[config.mk]
export PLATFORM = sky130hd
export DESIGN_NAME = i2s_timing_gen
export DESIGN_NICKNAME = d
export VERILOG_FILES = /design/src/rtl/i2s_pkg.sv /design/src/rtl/i2s_bclk_div.sv /design/src/rtl/i2s_timing_gen.sv
export SDC_FILE = /design/constraint.sdc
export NUM_CORES = 1
export LEC_CHECK = 0
export BUFFER_PORTS_ARGS = -buffer_cell sky130_fd_sc_hd__buf_2
export CAP_MARGIN = 15
export CORE_MARGIN = 2
export CORE_UTILIZATION = 30
export CTS_BUF_LIST = sky130_fd_sc_hd__clkbuf_16
export DETAILED_ROUTE_END_ITERATION = 10
export PLACE_DENSITY_LB_ADDON = 0.25
export SYNTH_ARGS = -nofsm -noshare
export SYNTH_HDL_FRONTEND = slang
export SYNTH_SLANG_ARGS = --single-unit
[constraint.sdc]
create_clock -name clk_in -period 2.3 [get_ports clk_in]
set_input_delay 0.345 -clock clk_in [delete_from_list [all_inputs] [get_ports clk_in]]
set_output_delay 0.345 -clock clk_in [all_outputs]
set_load 0.02 [all_outputs]
[src/rtl/i2s_pkg.sv]
// Shared constants for the I2S timing generator: format codes and FSM encoding.
package i2s_pkg;

   localparam int FMT_I2S = 0;
   localparam int FMT_LJ  = 1;
   localparam int FMT_TDM = 2;

   typedef enum logic [1:0] {
      ST_IDLE  = 2'd0,
      ST_RUN   = 2'd1,
      ST_DRAIN = 2'd2
   } state_e;

endpackage

[src/rtl/i2s_bclk_div.sv]
// Half-period counter producing the bit clock and its rise/fall strobes.
// fall_evt_o flags the edge that will drop bclk, so the parent can update
// its counters in the same cycle the fall strobe becomes visible.
module i2s_bclk_div #(
   parameter int DIV_W = 8
) (
   input  logic             clk_i,
   input  logic             rst_i,
   input  logic             run_i,
   input  logic             stop_i,
   input  logic [DIV_W-1:0] div_i,
   output logic             bclk_o,
   output logic             rise_stb_o,
   output logic             fall_stb_o,
   output logic             fall_evt_o
);

   logic [DIV_W-1:0] cnt_q;
   logic             bclk_q;
   logic             rise_q;
   logic             fall_q;
   logic             wrap;

   assign wrap       = run_i && (cnt_q == div_i);
   assign fall_evt_o = wrap && bclk_q;

   // Count 0..div, toggle bclk on wrap; held at zero while not running or stopping.
   always_ff @(posedge clk_i or posedge rst_i) begin
      if (rst_i) begin
         cnt_q  <= '0;
         bclk_q <= 1'b0;
         rise_q <= 1'b0;
         fall_q <= 1'b0;
      end else if (!run_i || stop_i) begin
         cnt_q  <= '0;
         bclk_q <= 1'b0;
         rise_q <= 1'b0;
         fall_q <= 1'b0;
      end else begin
         rise_q <= wrap && !bclk_q;
         fall_q <= wrap && bclk_q;
         if (wrap) begin
            cnt_q  <= '0;
            bclk_q <= ~bclk_q;
         end else begin
            cnt_q  <= cnt_q + DIV_W'(1);
         end
      end
   end

   assign bclk_o     = bclk_q;
   assign rise_stb_o = rise_q;
   assign fall_stb_o = fall_q;

endmodule

[src/rtl/i2s_timing_gen.sv]
// I2S / left-justified / TDM timing generator: run/drain FSM, bit and slot
// counters and word-select shaping around the bclk divider.
module i2s_timing_gen
   import i2s_pkg::*;
#(
   parameter int DIV_W  = 8,
   parameter int SLOT_W = 32,
   parameter int SLOTS  = 2,
   parameter int FMT    = 0
) (
   input  logic                                          clk_in,
   input  logic                                          reset,
   input  logic                                          enable,
   input  logic [DIV_W-1:0]                              div_half,
   output logic                                          i2s_clk,
   output logic                                          i2s_ws,
   output logic                                          bclk_rise_stb,
   output logic                                          bclk_fall_stb,
   output logic                                          frame_start,
   output logic [$clog2(SLOT_W)-1:0]                     bit_idx,
   output logic [((SLOTS > 2) ? $clog2(SLOTS) : 1)-1:0]  slot_idx,
   output logic                                          active
);

   localparam int BIT_W   = $clog2(SLOT_W);
   localparam int SLOT_IW = (SLOTS > 2) ? $clog2(SLOTS) : 1;
   localparam logic [BIT_W-1:0]   BIT_LAST  = BIT_W'(SLOT_W - 1);
   localparam logic [SLOT_IW-1:0] SLOT_LAST = SLOT_IW'(SLOTS - 1);

   state_e             state_q;
   logic               first_q;
   logic [BIT_W-1:0]   bit_q;
   logic [SLOT_IW-1:0] slot_q;
   logic               ws_q;
   logic               fs_q;
   logic [DIV_W-1:0]   div_q;
   logic               active_q;

   logic [BIT_W-1:0]   bit_d;
   logic [SLOT_IW-1:0] slot_d;
   logic               ws_d;
   logic               run;
   logic               fall_evt;
   logic               last_bit;
   logic               last_slot;
   logic               frame_bound;
   logic               stop;

   assign run       = (state_q != ST_IDLE);
   assign last_bit  = (bit_q == BIT_LAST);
   assign last_slot = (slot_q == SLOT_LAST);
   // The very first fall after start opens a frame just like the wrap does.
   assign frame_bound = first_q || (last_bit && last_slot);
   // Draining ends on the fall that would otherwise open the next frame.
   assign stop = (state_q == ST_DRAIN) && !enable && fall_evt && frame_bound;

   i2s_bclk_div #(.DIV_W(DIV_W)) u_bclk (
      .clk_i      (clk_in),
      .rst_i      (reset),
      .run_i      (run),
      .stop_i     (stop),
      .div_i      (div_q),
      .bclk_o     (i2s_clk),
      .rise_stb_o (bclk_rise_stb),
      .fall_stb_o (bclk_fall_stb),
      .fall_evt_o (fall_evt)
   );

   // Next bit/slot position and word-select level taken on the coming fall.
   always_comb begin
      bit_d  = bit_q;
      slot_d = slot_q;
      ws_d   = ws_q;
      if (first_q || last_bit) bit_d = '0;
      else                     bit_d = bit_q + BIT_W'(1);
      if (first_q)       slot_d = '0;
      else if (last_bit) slot_d = last_slot ? '0 : slot_q + SLOT_IW'(1);
      if (FMT == FMT_LJ) begin
         ws_d = slot_d[0];
      end else if (FMT == FMT_TDM) begin
         ws_d = (slot_d == SLOT_LAST) && (bit_d == BIT_LAST);
      end else begin
         // Philips: ws leads the slot by one bit.
         if (bit_d == BIT_LAST && slot_d == '0)                 ws_d = 1'b1;
         else if (bit_d == BIT_LAST && slot_d == SLOT_IW'(1))   ws_d = 1'b0;
      end
   end

   // Run/drain FSM with registered counters, ws, frame strobe and divider latch.
   always_ff @(posedge clk_in or posedge reset) begin
      if (reset) begin
         state_q  <= ST_IDLE;
         first_q  <= 1'b0;
         bit_q    <= '0;
         slot_q   <= '0;
         ws_q     <= 1'b0;
         fs_q     <= 1'b0;
         div_q    <= '0;
         active_q <= 1'b0;
      end else begin
         fs_q <= 1'b0;
         case (state_q)
            ST_IDLE: begin
               if (enable) begin
                  state_q  <= ST_RUN;
                  div_q    <= div_half;
                  first_q  <= 1'b1;
                  bit_q    <= '0;
                  slot_q   <= '0;
                  ws_q     <= 1'b0;
                  active_q <= 1'b1;
               end
            end
            ST_RUN, ST_DRAIN: begin
               if (stop) begin
                  state_q  <= ST_IDLE;
                  first_q  <= 1'b0;
                  bit_q    <= '0;
                  slot_q   <= '0;
                  ws_q     <= 1'b0;
                  active_q <= 1'b0;
               end else begin
                  state_q <= enable ? ST_RUN : ST_DRAIN;
                  if (fall_evt) begin
                     bit_q   <= bit_d;
                     slot_q  <= slot_d;
                     ws_q    <= ws_d;
                     first_q <= 1'b0;
                     fs_q    <= frame_bound;
                     // Divider only changes on a frame boundary.
                     if (frame_bound) div_q <= div_half;
                  end
               end
            end
            default: begin
               state_q  <= ST_IDLE;
               active_q <= 1'b0;
            end
         endcase
      end
   end

   assign i2s_ws      = ws_q;
   assign frame_start = fs_q;
   assign bit_idx     = bit_q;
   assign slot_idx    = slot_q;
   assign active      = active_q;

endmodule
==> After elaboration in Yosys (flattened, before gate mapping) <==
Index checks and enable logic that the tools add are counted.
{ "classes": {"n_eq_ne": 12, "n_addsub": 3, "magnitude_cmp": 0, "n_bitwise": 2, "multipliers": 0, "shift": 0, "n_reduce_logical": 24, "div_mod_pow": 0, "n_mux": 41} }
{ "op_table": {"columns": ["cell", "n"], "rows": [
  ["$mux 8", 6],
  ["$mux 1", 21],
  ["$mux 5", 4],
  ["$pmux 8 s2", 1],
  ["$eq 5x5->1 const B", 2],
  ["$pmux 5 s2", 1],
  ["$logic_and 1x1->1", 9],
  ["$add 8x1->8 const B", 1],
  ["$eq 8x8->1", 1],
  ["$ne 2x2->1 const B", 4],
  ["$pmux 1 s2", 4],
  ["$mux 2", 3],
  ["$reduce_bool 2->1", 3],
  ["$add 5x1->5 const B", 1],
  ["$reduce_and 5->1", 1],
  ["$ne 4x3->1 const B", 1],
  ["$pmux 2 s2", 1],
  ["$reduce_and 4->1", 1],
  ["$logic_not 1->1", 3],
  ["$logic_or 1x1->1", 3],
  ["$ne 3x2->1 const B", 1],
  ["$reduce_and 3->1", 1],
  ["$eq 2x1->1 const B", 1],
  ["$eq 2x2->1 const B", 1],
  ["6 further kinds", 7]
]} }
{ "totals": {"ramBits": 0, "rom_bits": 0, "output_inout_bits": 12, "latchBits": 0, "regBits": 31, "mem_count": 0} }

==> Longest topological paths before layout <==
Gate-level depths: netlist of the first run.
{ "logic_depth": {"depth_word": 10, "depth_mapped": 9, "depth_no_buf": 9} }

==> Cells and area by module <==
From an unflattened synthesis of the first run, not the netlist that was laid out.
{ "unflattened": {"hier_cells": 146, "hier_area_um2": 1641.6} }
{ "by_module_without_submodules": {"columns": ["module", "cells_each", "instances", "seq_area_each_um2", "area_each_um2"], "rows": [
  ["i2s_timing_gen", 92, 1, 500.5, 1078.5],
  ["i2s_bclk_div", 54, 1, 275.3, 563.0]
]} }

==> Worst setup path before layout of the first run <==
OpenSTA, ideal clock, no wires.
{ "synth_path": {"path_kind": "flip-flop to flip-flop", "from": "reg bit_q[0], in the netlist bit_idx[0]", "to": "reg div_q[0]", "required_ns": 2.175, "slack_ns": -0.086, "arrival_time_ns": 2.261, "setup_ns": 0.125, "path_stages_with_launch": 10, "cell_sequence": "dfrtp_1 -> ha_1 -> and3_1 -> ha_1 -> ha_1 -> or2_2 -> nand3_1 -> nor4_4 -> nor2_4 -> mux2_2"} }
{ "synth_via": {"elab_chain_len": 6} }
{ "synth_rtl": {"columns": ["element", "line_no", "text"], "rows": [
  ["from (decl)", "i2s_timing_gen.sv:32", "logic [BIT_W-1:0] bit_q;"],
  ["from (signal assigned)", "i2s_timing_gen.sv:125", "bit_q <= bit_d;"],
  ["$eq 5x5->1 (*)", "i2s_timing_gen.sv:50", "assign last_bit = (bit_q == BIT_LAST);"],
  ["$logic_and 1x1->1 (*)", "i2s_timing_gen.sv:53", "assign frame_bound = first_q || (last_bit && last_slot);"],
  ["$logic_or 1x1->1 (*)", "i2s_timing_gen.sv:53", null],
  ["$logic_and 1x1->1", "i2s_timing_gen.sv:55", "assign stop = (state_q == ST_DRAIN) && !enable && fall_evt && frame_bound;"],
  ["$ne 2x2->1 (no source line)", null, null],
  ["$reduce_and 5->1 (no source line) (*)", null, null],
  ["to (signal assigned)", "i2s_timing_gen.sv:106", "div_q <= div_half;"],
  ["to (signal assigned)", "i2s_timing_gen.sv:131", "if (frame_bound) div_q <= div_half;"],
  ["to (decl)", "i2s_timing_gen.sv:36", "logic [DIV_W-1:0] div_q;"]
]} }
Mark *: on every way between the ends. The rest lies on a longest branch, timed or not.
A chain may end at the register's enable or synchronous reset.

==> Final worst setup path of the first run <==
Same ends and word-level chain as after synthesis.

==> impl_metrics.toml, run 1 <==
[timing]
whs_ps = 153
maxSlewHeadroom_pct = 72.8
final_max_slew_viol_count = 0
setup_viol_count_final = 0
period_minus_slack_ps = 2260
finalHoldViolations = 0
worst_pin_slew_ps = 408
finalCritPeriodShare_pct = 98.1
fin_ws_ps = 44.2
rsz0062_at_grt = "yes"
max_freq_mhz = 443
finClkSkew_ps = 2.62

[grt]
grt.total_usage_pct = 11.8
antenna_found_initial = 0
grt_first_pass_wirelength_um = 5630
grt_overflow = 0
grt_max_degree = 32
grt_pass1_vias = 1208

[worst_setup_path]
path_class = "reg -> reg"
r2r-end = "div_q[0]"
worstPathRequired_ps = 2450
critPathCaptureType = "flip-flop"
reg2regPathDepth = 9
r2r-start = "bit_idx[0]"
worst-endpoint-arrival_ps = 2410
ff2ff_setup_slack_ps = 40
critPathMaxFanout = 8
start_kind = "flip-flop"

[die]
rows = 26
io_pins = 23
die_w_um = 77.7
initial_utilization_pct = 31.5
die-area_mm2 = 0.00604
core_area_mm2 = 0.00517
die_y_um = 77.7

[placement]
dp_cells = 252
portBuffers = 22
gp_congestion = 0.767
dpl_cell_area_mm2 = 0.00191
preCtsSetupSlack_ps = -35.5
hpwl_um = 2460

[detailed_routing]
drt_iter0_drc = 74
vias = 1194
drc = 0
via_per_inst = 4.59
wirelength_um = 3290
ant_nets = 0
first_pass_iters = 4
route.detailed.wl_per_inst_um = 12.6

[power_and_ir_drop]
p_leak_nw = 0.993
ir_drop_v = 0.000582
power_density_mw_per_mm2 = 1060

[synthesis]
synth-seq-area-share_pct = 47.6
async_reset_ff_share_pct = 100
ys_ff_latch = 31
ys_top_cells_by_count = "31 x dfrtp_1, 18 x nor2_1, 11 x xnor2_1"
yosys.area.top_type = "dfrtp_1"
synthCells = 151
yosysMostFrequentCell = "dfrtp_1"
ys_top_cells_by_area = "dfrtp_1 48%, xnor2_1 5.9%, mux2_2 5.5%, ha_1 5.4%, nor2_1 4.1%"
synth_cell_types = 39
synth_top_flop_cell = "dfrtp_1"
ys.warnings.count = 0
synth-edff-count = 0
synth_top_area_share_pct = 47.6
syn_nets = 169
avgSynthCellArea_um2 = 10.8
syn_area_mm2 = 0.00163

[cts]
worstSkewPairLatency_ps = 270
cts_root_buffer = "clkbuf_16"
cts_tree = "done"
cts_num_sinks = 31
clockBufferDepth = 2
cts-htree-levels = 2
hold_buffers = 0
post_cts_buffers = 0
clkSlewWorstSetupHoldPaths_ps = 50
cts_made_buffers = 5

[finish]
diodes = 0
drive_gt1_share_pct = 33.7
area_growth_pct = 26.4
nNetsFinal = 207
finish.utilization_pct = 39.8
design_area_mm2 = 0.00206
final_cells = 260

[flow_run]
maxCapViolations = 0

[worst_hold_path]
hp-class = "in -> async"

[run_status]
status = "completed"
per-stage QoR:
step                power (mW)  TNS (ps)
detailed placement        1.58      -213
CTS                       2.21      -164
global placement          1.57     -25.9
global route              2.35      -130
floorplan                 1.39         0
finish                    2.18         0
placed cells by master, fill, tap and decap left out, types with 2 or more instances in the layout:
cell type / count
nor4_1: 2
clkbuf_16: 5
clkinv_1: 2
a22o_1: 2
nand2_1: 9
buf_4: 11
and3_1: 2
xnor2_1: 11
buf_2: 22
or4_4: 2
nor2_1: 18
dfrtp_1: 29
and3_2: 2
dfrtp_2: 2
ha_1: 5
inv_1: 7
xor2_1: 6
nand3_1: 9
nor2b_1: 6
nand2b_1: 3
ha_2: 2
o21ai_0: 2
mux2_2: 7
area by class of cell:
type                            count  area, µm²
Multi-Input combinational cell    112        842
Fill cell                         516       3110
Sequential cell                    31        778
Clock buffer                        5        125
Tap cell                           70       87.6
Timing Repair Buffer               33        193
Clock inverter                      3       11.3
Inverter                            6       22.5
kinds of logic (layout without fill, tap and decap cells):
kind of cell | Yosys count | count (layout) | synth area share, %
buffers and inverters | 8 | 47 | 2.07
adders and majority gates | 7 | 7 | 5.38
AOI/OAI and AO/OA | 14 | 14 | 6.76
DFF | 31 | 31 | 47.6
muxes | 8 | 8 | 5.53
xor gates and xnor gates | 17 | 17 | 9.14
and+or+nand+nor | 66 | 66 | 23.5
sequential cells by signal (all words and copies together) (netlist names):
register / flops
frame_start: 1
u_bclk.cnt_q: 8
active: 1
i2s_ws: 1
u_bclk.fall_stb_o: 1
div_q: 8
u_bclk.rise_stb_o: 1
first_q: 1
u_bclk.bclk_o: 1
slot_idx: 1
state_q: 2
bit_idx: 5
repair_timing:
| action | CTS | global route |
|---|---|---|
| pin swaps | 1 | 1 |
| setup endpoints to repair | 8 | 11 |
| gates resized for setup | 0 | 4 |
critical path, cell delays in order, from the launching register on:
cell and delay (ps):
dfrtp_2 400, ha_2 180, and3_1 180, ha_2 180, ha_1 180, or2_4 230
nand3_2 90, nor4_4 50, nor2_4 270, mux2_2 370
report_power, final:
part	internal, mW	switching (mW)	leakage, nW
combinational	0.340	0.456	0.522
sequential	0.669	0.110	0.401
clock	0.388	0.214	0.0701
total	1.40	0.780	0.993
worst max-delay path by stage:
| stage | start | end | slack (ps) |
|---|---|---|---|
| floorplan | bit_idx[0] | div_q[0] | 4 |
| global placement | bit_idx[0] | div_q[3] | -4 |
| detailed placement | bit_idx[0] | div_q[6] | -40 |
| CTS | bit_idx[0] | div_q[6] | -30 |
| global route | bit_idx[0] | div_q[2] | -20 |
| finish | bit_idx[0] | div_q[0] | 40 |
metal layers:
| metal | vias to the layer above | part of all wire, % | track usage, % |
|---|---|---|---|
| met5 | - | 0 | 0 |
| met4 | 0 | 0 | 3.21 |
| met3 | 0 | 4.6 | 3.72 |
| met2 | 20 | 47 | 17.5 |
| met1 | 569 | 49 | 16.4 |
| li1 | 605 | - | - |
Note: power is estimated with default switching activity, not from simulation.
==> run 2: changes to the inputs <==
--- a/config.mk
+++ b/config.mk
@@ -12,6 +12,7 @@
 export CTS_BUF_LIST = sky130_fd_sc_hd__clkbuf_16
 export DETAILED_ROUTE_END_ITERATION = 10
 export PLACE_DENSITY_LB_ADDON = 0.25
+export REMOVE_ABC_BUFFERS = 1
 export SYNTH_ARGS = -nofsm -noshare
 export SYNTH_HDL_FRONTEND = slang
 export SYNTH_SLANG_ARGS = --single-unit
==> impl_metrics.toml, run 2 (synthesized netlist as in run 1, its figures left out) <==
[detailed_routing]
first_pass_iters = 4
drt_iter0_drc = 70
wl_met2_um = 1640
wl_met3_um = 124
met1Wirelength_um = 1490
drc = 0
top_layer = "met4"
route.detailed.wl_per_inst_um = 12.7
via_per_inst = 4.65
vias = 1205
ant_nets = 0
wirelength_um = 3300

[worst_setup_path]
critPathCaptureType = "flip-flop"
r2r-start = "bit_idx[0]"
ff2ff_setup_slack_ps = 130
start_kind = "flip-flop"
r2r-end = "div_q[5]"
slowest_stage = "dfrtp_1"
path_buf_inv = 1
max_stage_delay_ps = 380
path_class = "reg -> reg"
critPathMostFrequentCell = "ha_2"
critPathMaxFanout = 8
cp_top_family = "simple AND/OR/NAND/NOR gates"
startpoint = "bit_idx[0]"
worstPathRequired_ps = 2460
reg2regPathDepth = 10
path_cells = "ha_2, and3_1, ha_2, ha_1, or2_4, nand3_2, nor4_4, nor2_4, buf_12, mux2_2"
worst-endpoint-arrival_ps = 2320

[grt]
grt.total_usage_pct = 12.2
antenna_found_initial = 0
grt_first_pass_wirelength_um = 5710
grt_pass1_vias = 1202
grt_max_degree = 32
grt_overflow = 0

[timing]
max_freq_mhz = 461
period_minus_slack_ps = 2170
finClkSkew_ps = 2.76
finalCritPeriodShare_pct = 94.3
whs_ps = 148
final_max_slew_viol_count = 0
rsz0062_at_grt = "no"
setup_viol_count_final = 0
maxSlewHeadroom_pct = 72.0
worst_pin_slew_ps = 416
finalHoldViolations = 0

[die]
initial_utilization_pct = 31.5
die_w_um = 77.7
die-area_mm2 = 0.00604
core_area_mm2 = 0.00517
die_y_um = 77.7
io_pins = 23
rows = 26

[cts]
clockBufferDepth = 2
cts_made_buffers = 5
hold_buffers = 0
cts_num_sinks = 31
cts_tree = "done"
cts_root_buffer = "clkbuf_16"
clkSlewWorstSetupHoldPaths_ps = 50
worstSkewPairLatency_ps = 270
cts-htree-levels = 2

[finish]
design_area_mm2 = 0.00206
mostFrequentLayoutCell = "dfrtp_1"
diodes = 0
finish.utilization_pct = 39.8
nNetsFinal = 206
final.fill_count = 513
area_growth_pct = 26.4
drive_gt1_share_pct = 31.7
layout_common_cells = "31 x dfrtp_1, 22 x buf_2, 18 x nor2_1, 11 x xnor2_1"

[power_and_ir_drop]
ir_drop_v = 0.000536
p_leak_nw = 1.00
power_density_mw_per_mm2 = 1070

[worst_hold_path]
hp-class = "in -> async"

[placement]
portBuffers = 22
hpwl_um = 2430
gp_congestion = 0.785
dpl_cell_area_mm2 = 0.00188

[flow_run]
maxCapViolations = 0

[run_status]
status = "completed"
-- run 2: timing repair --
action,in CTS,in global routing
buffers inserted,1,0
setup endpoints to repair,8,8
pin swaps,1,1
gates resized for setup,4,2
-- run 2: final cells by class --
type	instances	area, µm²	area share, %
multi-input combinational	112	840	40.8
tap	70	87.6	4.25
sequential	31	776	37.7
clock inverter	3	11.3	0.547
clock buffer	5	125	6.08
timing repair buffer	32	198	9.60
inverter	6	22.5	1.09
-- run 2: power breakdown --
part	internal [mW]	leakage [nW]	switching [mW]	total [mW]
Clock	0.388	0.0701	0.214	0.602
Combinational	0.376	0.529	0.453	0.829
Sequential	0.669	0.404	0.107	0.776
-- run 2: metrics by stage --
stage	std cells	TNS, ps	worst slack, ps	total power, mW
after floorplan	149	-687	-85.9	1.37
after global placement	250	-111	-14.6	1.55
after detailed placement	250	-336	-54.1	1.56
after CTS	259	0	10.1	2.24
after global routing	259	0	23.0	2.38
final	259	0	131	2.21
-- run 2: layer usage --
metal	global-route usage [%]	vias to the layer above
met2	19.7	19
met4	4.82	0
met1	15.1	580
met3	3.72	6
li1	-	600
met5	0	-
-- run 2: how the worst max path moves through the flow --
stage,to,depth (start not counted)
4_1_cts,div_q[5],10
2_1_floorplan,div_q[0],9
5_1_grt,div_q[5],10
6_report,div_q[5],10
3_5_place_dp,div_q[2],9
3_3_place_gp,div_q[6],9
-- run 2: worst reg2reg max path, stage by stage (launching register included) --
cell	delay [ps]
dfrtp_1	380
ha_2	190
and3_1	180
ha_2	180
ha_1	180
or2_4	240
nand3_2	100
nor4_4	50
nor2_4	110
buf_12	130
mux2_2	320
==> run 3: changes to the inputs <==
--- a/config.mk
+++ b/config.mk
@@ -7,6 +7,8 @@
 export LEC_CHECK = 0
 export BUFFER_PORTS_ARGS = -buffer_cell sky130_fd_sc_hd__buf_2
 export CAP_MARGIN = 15
+export CELL_PAD_IN_SITES_DETAIL_PLACEMENT = 1
+export CELL_PAD_IN_SITES_GLOBAL_PLACEMENT = 2
 export CORE_MARGIN = 2
 export CORE_UTILIZATION = 30
 export CTS_BUF_LIST = sky130_fd_sc_hd__clkbuf_16
==> impl_metrics.toml, run 3 (synthesized netlist as in run 1, its figures left out) <==
[run_status]
status = "completed"

[power_and_ir_drop]
power_density_mw_per_mm2 = 1180
switching_power_mw = 0.854
clockPowerShare_pct = 33.9
ir_drop_v = 0.000581
power_mw = 2.52
pwr-share-seq_pct = 30.9
combinationalPowerShare_pct = 35.2
p_leak_nw = 1.03
switching_share_pct = 33.8
intPower_mw = 1.67

[finish]
layout_common_cells = "31 x dfrtp_1, 22 x buf_2, 18 x nor2_1, 11 x xnor2_1"
drive_gt1_share_pct = 33.9
finish.utilization_pct = 41.2
design_area_mm2 = 0.00213
nNetsFinal = 206
area_growth_pct = 30.9
mostFrequentLayoutCell = "dfrtp_1"
diodes = 0

[placement]
portBuffers = 22
hpwl_um = 2940
preCtsSetupSlack_ps = -71.8
gp_congestion = 0.806
dpl_cell_area_mm2 = 0.00188

[flow_run]
maxCapViolations = 0

[timing]
period_minus_slack_ps = 2190
worst_pin_slew_ps = 408
fin_tns_setup_ps = 0
setup_viol_count_final = 0
fin_ws_ps = 108
rsz0062_at_grt = "no"
max_freq_mhz = 456
maxSlewHeadroom_pct = 72.8
final_max_slew_viol_count = 0
finClkSkew_ps = 4.52
finalCritPeriodShare_pct = 95.3
finalHoldViolations = 0

[detailed_routing]
route.detailed.wl_per_inst_um = 15.3
wirelength_um = 3960
ant_nets = 0
wl_met3_um = 134
top_layer = "met4"
met1Wirelength_um = 1790
wl_met2_um = 1970
drt_iter0_drc = 37
first_pass_iters = 2
via_per_inst = 4.90
vias = 1269
drc = 0

[worst_setup_path]
path_class = "reg -> reg"
critPathCaptureType = "flip-flop"
reg2regPathDepth = 10
worstPathRequired_ps = 2450
critPathMaxFanout = 8
start_kind = "flip-flop"
r2r-start = "bit_idx[0]"
r2r-end = "div_q[5]"
worst-endpoint-arrival_ps = 2350
ff2ff_setup_slack_ps = 110

[cts]
cts_num_sinks = 31
worstSkewPairLatency_ps = 270
cts_made_buffers = 5
cts-htree-levels = 2
clockBufferDepth = 2
clkSlewWorstSetupHoldPaths_ps = 50
cts_tree = "done"
cts_root_buffer = "clkbuf_16"

[grt]
grt_overflow = 0
antenna_found_initial = 0
grt.total_usage_pct = 15.0
grt_max_degree = 32
grt_pass1_vias = 1415
grt_first_pass_wirelength_um = 6990

[die]
rows = 26
io_pins = 23
die_w_um = 77.7
die_y_um = 77.7
initial_utilization_pct = 31.5
core_area_mm2 = 0.00517
die-area_mm2 = 0.00604

[worst_hold_path]
hp-class = "in -> async"
## run 3: cell count changes in the layout (fill, tap and decap cells not counted), sizes merged
cell | before | now
clkinv | 2 | 0
bufinv | 0 | 2
## run 3: area by class of cell
cell class | instances | area (µm²)
Clock buffer | 5 | 125
Clock inverter | 3 | 63.8
Fill cell | 570 | 3040
Inverter | 6 | 22.5
Multi-Input combinational cell | 112 | 860
Sequential cell | 31 | 776
Tap cell | 70 | 87.6
Timing Repair Buffer | 32 | 198
## run 3: metrics by stage
step	std cells	hold WS [ps]
2_1_floorplan	149	411
3_3_place_gp	250	447
3_5_place_dp	250	461
4_1_cts	259	165
5_1_grt	259	187
6_report	259	146
## run 3: power groups by stage
stage	Sequential (mW)	Combinational (mW)	Clock (mW)
2_1_floorplan	0.767	0.604	0
3_3_place_gp	0.779	0.772	0
3_5_place_dp	0.788	0.806	0
4_1_cts	0.782	0.870	0.874
5_1_grt	0.801	1.00	0.899
6_report	0.780	0.889	0.855
## run 3: timing repair
| item | in CTS | in global routing |
|---|---|---|
| gates resized for setup | 4 | 5 |
| buffers inserted | 1 | 0 |
| hold buffers | 0 | 0 |
| endpoints found under the setup margin | 8 | 11 |
| pin swaps | 1 | 1 |
## run 3: worst max-delay path by stage
stage | from | to | slack [ps] | cells past startpoint
3_3_place_gp | bit_idx[0] | div_q[7] | -0.4 | 9
3_5_place_dp | bit_idx[0] | div_q[6] | -70 | 9
6_report | bit_idx[0] | div_q[5] | 110 | 10
4_1_cts | bit_idx[0] | div_q[5] | 40 | 10
2_1_floorplan | bit_idx[0] | div_q[0] | -90 | 9
5_1_grt | bit_idx[0] | div_q[5] | 7 | 10
## run 3: layer usage
layer	GRT usage, %	vias up
li1	-	598
met2	24.1	18
met5	0	-
met3	3.95	7
met1	19.0	646
met4	6.07	0
## run 3: worst max-delay path: stages, from the launching register on
cell     delay [ps]
dfrtp_1         380
ha_2            190
and3_1          180
ha_2            170
ha_1            180
or2_4           250
nand3_4          90
nor4_4           50
nor2_4          120
buf_12          130
mux2_2          330
